===== src/rtl/adc_arbiter_pkg.sv =====
// rtl/adc_arbiter_pkg.sv - shared state encoding, timeout defaults and timer helper for adc_arbiter
package adc_arbiter_pkg;

  localparam int TIMER_W = 10;

  localparam logic [2:0] ST_IDLE   = 3'd0;
  localparam logic [2:0] ST_LAUNCH = 3'd1;
  localparam logic [2:0] ST_BUSY   = 3'd2;
  localparam logic [2:0] ST_DONE   = 3'd3;
  localparam logic [2:0] ST_GAP    = 3'd4;

  typedef enum logic [2:0] {
    S_IDLE   = ST_IDLE,
    S_LAUNCH = ST_LAUNCH,
    S_BUSY   = ST_BUSY,
    S_DONE   = ST_DONE,
    S_GAP    = ST_GAP
  } state_t;

  localparam int DEF_GAP_CYC   = 4;
  localparam int DEF_LAUNCH_TO = 8;
  localparam int DEF_FRAME_TO  = 1023;

  // Saturating increment: the timer parks at all-ones instead of wrapping to 0.
  function automatic logic [TIMER_W-1:0] timer_inc(input logic [TIMER_W-1:0] t);
    return (&t) ? t : t + 1'b1;
  endfunction

endpackage


===== src/rtl/adc_arbiter_rr_arb2.sv =====
// rtl/adc_arbiter_rr_arb2.sv - two-way round-robin grant with last-served pointer
module rr_arb2 (
  input  logic clk,
  input  logic n_rst,
  input  logic req0,
  input  logic req1,
  input  logic update,
  input  logic served,
  output logic gnt_valid,
  output logic gnt_idx
);

  // prio = 0 favours req0 on a tie, prio = 1 favours req1
  logic prio;

  // After serving a requester, the other one wins the next tie
  always_ff @(posedge clk or negedge n_rst) begin
    if (!n_rst) begin
      prio <= 1'b0;
    end else if (update) begin
      prio <= ~served;
    end
  end

  // A lone request wins outright; a tie goes to the favoured side
  always_comb begin
    gnt_valid = req0 | req1;
    gnt_idx   = (req0 && req1) ? prio : req1;
  end

endmodule


===== src/rtl/adc_arbiter.sv =====
// rtl/adc_arbiter.sv - shares one SPI ADC master between two level-request clients
module adc_arbiter
  import adc_arbiter_pkg::*;
#(
  parameter int GAP_CYC   = DEF_GAP_CYC,
  parameter int LAUNCH_TO = DEF_LAUNCH_TO,
  parameter int FRAME_TO  = DEF_FRAME_TO
) (
  input  logic       clk,
  input  logic       n_rst,
  input  logic       req0,
  input  logic       req1,
  output logic       ack0,
  output logic       ack1,
  output logic [7:0] rdata,
  output logic       rerr,
  output logic       busy,
  output logic       spi_start,
  input  logic       spi_cs_n,
  input  logic [7:0] spi_adc_data
);

  // Timer reads 0 in the first cycle of a state, so "last" values make a
  // state last exactly N cycles before its timeout/exit fires.
  localparam logic [TIMER_W-1:0] LAUNCH_LAST = TIMER_W'(LAUNCH_TO - 1);
  localparam logic [TIMER_W-1:0] FRAME_LAST  = TIMER_W'(FRAME_TO - 1);
  localparam logic [TIMER_W-1:0] GAP_LAST    = TIMER_W'(GAP_CYC - 1);

  state_t             state;
  logic [TIMER_W-1:0] timer;
  logic               grant;
  logic               cs_n_q;
  logic               gnt_valid;
  logic               gnt_idx;

  rr_arb2 u_rr_arb2 (
    .clk       (clk),
    .n_rst     (n_rst),
    .req0      (req0),
    .req1      (req1),
    .update    (state == S_DONE),
    .served    (grant),
    .gnt_valid (gnt_valid),
    .gnt_idx   (gnt_idx)
  );

  // Previous chip-select level, used to spot the end-of-frame rising edge
  always_ff @(posedge clk or negedge n_rst) begin
    if (!n_rst) begin
      cs_n_q <= 1'b1;
    end else begin
      cs_n_q <= spi_cs_n;
    end
  end

  // Frame sequencer with registered outputs; every state change clears the timer
  always_ff @(posedge clk or negedge n_rst) begin
    if (!n_rst) begin
      state     <= S_IDLE;
      timer     <= '0;
      grant     <= 1'b0;
      spi_start <= 1'b0;
      ack0      <= 1'b0;
      ack1      <= 1'b0;
      rdata     <= 8'h00;
      rerr      <= 1'b0;
      busy      <= 1'b0;
    end else begin
      timer     <= timer_inc(timer);
      spi_start <= 1'b0;
      ack0      <= 1'b0;
      ack1      <= 1'b0;
      case (state)
        S_IDLE: begin
          // Hold off while the master still drives a frame
          if (gnt_valid && spi_cs_n) begin
            grant     <= gnt_idx;
            state     <= S_LAUNCH;
            timer     <= '0;
            spi_start <= 1'b1;
            busy      <= 1'b1;
          end
        end
        S_LAUNCH: begin
          if (!spi_cs_n) begin
            state <= S_BUSY;
            timer <= '0;
          end else if (timer == LAUNCH_LAST) begin
            state <= S_DONE;
            timer <= '0;
            rdata <= 8'h00;
            rerr  <= 1'b1;
            ack0  <= ~grant;
            ack1  <= grant;
          end
        end
        S_BUSY: begin
          if (spi_cs_n && !cs_n_q) begin
            state <= S_DONE;
            timer <= '0;
            rdata <= spi_adc_data;
            rerr  <= 1'b0;
            ack0  <= ~grant;
            ack1  <= grant;
          end else if (timer == FRAME_LAST) begin
            state <= S_DONE;
            timer <= '0;
            rdata <= 8'h00;
            rerr  <= 1'b1;
            ack0  <= ~grant;
            ack1  <= grant;
          end
        end
        S_DONE: begin
          state <= S_GAP;
          timer <= '0;
          busy  <= 1'b0;
        end
        S_GAP: begin
          if (timer == GAP_LAST) begin
            state <= S_IDLE;
            timer <= '0;
          end
        end
        default: begin
          state <= S_IDLE;
          timer <= '0;
          busy  <= 1'b0;
        end
      endcase
    end
  end

endmodule


===== config.mk =====
export PLATFORM = sky130hd
export DESIGN_NAME = adc_arbiter
export DESIGN_NICKNAME = d
export VERILOG_FILES = /design/src/rtl/adc_arbiter_pkg.sv /design/src/rtl/adc_arbiter_rr_arb2.sv /design/src/rtl/adc_arbiter.sv
export SDC_FILE = /design/constraint.sdc
export NUM_CORES = 1
export LEC_CHECK = 0
export CORE_AREA = 5 5 59 61
export CTS_CLUSTER_DIAMETER = 40
export CTS_CLUSTER_SIZE = 30
export DETAILED_ROUTE_END_ITERATION = 7
export DIE_AREA = 0 0 64 66
export GPL_ROUTABILITY_DRIVEN = 0
export PLACE_DENSITY_LB_ADDON = 0.2
export SLEW_MARGIN = 20
export SYNTH_ARGS = -nofsm -noshare
export SYNTH_HDL_FRONTEND = slang
export SYNTH_SLANG_ARGS = --single-unit

===== constraint.sdc =====
create_clock -name clk -period 5.8 [get_ports clk]
set_clock_uncertainty 0.05 [all_clocks]
set_input_delay 1.16 -clock clk [delete_from_list [all_inputs] [get_ports clk]]
set_output_delay 1.16 -clock clk [all_outputs]
set_load 0.02 [all_outputs]

==> flow_summary.ini <==
[min_path]
min_from = grant
min_path_type = reg -> reg
holdPathEnd = ack0
hold_depth = 1

[detailed_routing]
detail-route-antenna-nets = 0
num_vias = 1038
drc = 0
drtPass1Iterations = 4
wire_per_inst_um = 14.4
vias_per_cell = 5.58
wirelength_um = 2680
drt_iter0_drc = 35

[critical_path]
crit_family = buffers and inverters
critPathMaxFanout = 2
ff2ff_setup_slack_ns = 3.66
cp_slowest_cell = clkdlybuf4s50_1
rr_worst_depth = 5
cp_num_buf_inv = 1
required_ns = 4.59
r2r_start = timer[0]
setup.worst_path.class = reg -> out
crit_chain = clkdlybuf4s50_1
start_kind = flop
endpoint_kind = output port
worstPathArrival_ns = 1.31
critPathMaxStageDelay_ns = 0.62
worstReg2RegEnd = timer[0]

[yosys]
synthArstFlopShare = 1.00
postSynthCellCount = 126
syn_area_um2 = 1390
yosysSeqAreaShare = 0.525
synthFlopType = dfrtp_1
syn_nets = 141
ys_types = 40
synth_warnings = 0
synth-seq-cells = 29
avgSynthCellArea_um2 = 11.0
synth_edf_count = 0

[die]
initial_utilization = 0.473
core_um2 = 2930
io_pins = 26
fp.dieW_um = 64
std_cell_rows = 20
die_h_um = 66
dieArea_um2 = 4220

[finish]
nNetsFinal = 167
drive_above_1_share = 0.0915
diodes = 0
areaGrowthSynthToFinish_pct = 22.1
final_area_um2 = 1690
final-instance-count-excl-fill = 186
largest_register_ffs = 10
post-route-util = 0.578
regMostFlops = timer
reg_top3 = timer: 10 flops, rdata: 8 flops, state: 3 flops

[pwr]
p_leak_nw = 0.692
irDropWorstVdd_v = 0.000256
p_per_area_nw_per_um2 = 442

[grt]
grt_pass1_wl_um = 4670
gr-total-overflow = 0
grt_antenna_before_repair = 0
track_usage = 0.144
grt_max_degree = 30
first_global_vias = 960

[clocking]
ctsRootBufferMaster = clkbuf_4
cts_htree_levels = 2
cts_setup_buffers = 0
cts.clk_slew.worst_paths_ns = 0.08
clock-sinks = 29
cts_tree = done
numCtsBuffers = 5
clk-insertion-delay-late_ns = 0.32
cts_hold_repair.buffers = 0
clk_path_buf_depth = 2
cts.repair.resized = 0

[placed_design]
dp.cells = 178
portBuffers = 25
post-dp-hpwl_um = 1870
placed_cell_area_um2 = 1640

[status]
status = complete, no violations

[sta]
min_period_over_period = 0.434
fin_tns_setup_ns = 0
rsz0062_at_grt = false
finalSetupViolCount = 0
tightest_slew_ns = 0.523
final.min_clock_period_ns = 2.52
slew_violations = 0
hold_viol = 0
hold_slack_ns = 0.427
fmax_mhz = 397
slew_headroom = 0.648

[run]
drv_cap = 0
==> Yosys cell counts, types with 2 or more instances <==
master,number,share of area
ha_1,2,0.018
nand3_1,3,0.011
xnor2_1,4,0.025
a211oi_1,4,0.022
mux2i_1,2,0.014
inv_1,6,0.016
o21ai_0,5,0.018
buf_2,3,0.011
nand2b_1,2,0.0090
nor3_1,2,0.0072
nor2_1,13,0.035
dfrtp_1,28,0.51
and4_1,2,0.013
nand4_1,4,0.018
a31oi_1,3,0.014
nor4_2,2,0.018
buf_4,3,0.016
a21oi_1,3,0.011
a22o_1,8,0.051
nand2_1,6,0.016
o21a_1,2,0.011
==> cells by family after synthesis <==
group / share of synthesized area
buf+inv: 0.0461
simple gates: 0.183
xor+xnor: 0.0316
mux: 0.0145
compound gates: 0.182
flops: 0.525
fa+ha+maj: 0.0181
==> routing by layer <==
metal | vias up | GRT usage | wire length [µm]
li1 | 516 | - | -
met1 | 492 | 0.184 | 1290
met2 | 22 | 0.210 | 1170
met3 | 8 | 0.0578 | 153
met4 | 0 | 0.0701 | 57
met5 | - | 0 | 0
==> power breakdown <==
| part | internal, mW | switching, mW |
|---|---|---|
| Clock | 0.0482 | 0.0644 |
| Combinational | 0.156 | 0.153 |
| Sequential | 0.266 | 0.0603 |
| Total | 0.470 | 0.278 |
==> stage by stage <==
step | total power, mW | setup WS, ns
floorplan | 0.520 | 3.70
global placement | 0.633 | 3.01
detailed placement | 0.642 | 2.97
CTS | 0.760 | 3.25
global route | 0.803 | 3.23
finish | 0.748 | 3.28
==> final cells by class <==
cell class	count	area, µm²
fillers	253	1240
inverters	6	22.5
repair buffers	26	258
flip-flops and latches	29	727
well taps	33	41.3
multi-input cells	84	594
clock buffers	8	48.8
==> worst max path at each step <==
stage                         from       end  depth (start not counted)
after floorplan           spi_cs_n  rdata[1]                          5
after global routing      spi_cs_n  timer[4]                          5
after global placement    spi_cs_n  rdata[7]                          5
after CTS                     busy      busy                          1
after detailed placement  spi_cs_n  timer[8]                          5
final                         busy      busy                          1
==> cell usage in the layout (no fill, tap or decap), types with 3 or more instances in the layout <==
cell and count:
clkbuf_1 3, a211oi_1 4, dfrtp_1 28, inv_1 6, xnor2_1 4, nand3_1 3
a22o_1 8, clkdlybuf4s50_1 25, clkbuf_4 5, nand2_1 6, a21oi_1 3, a31oi_1 3
o21ai_0 5, nor2_1 13, nand4_1 4
Note: power is estimated with default switching activity, not from simulation.
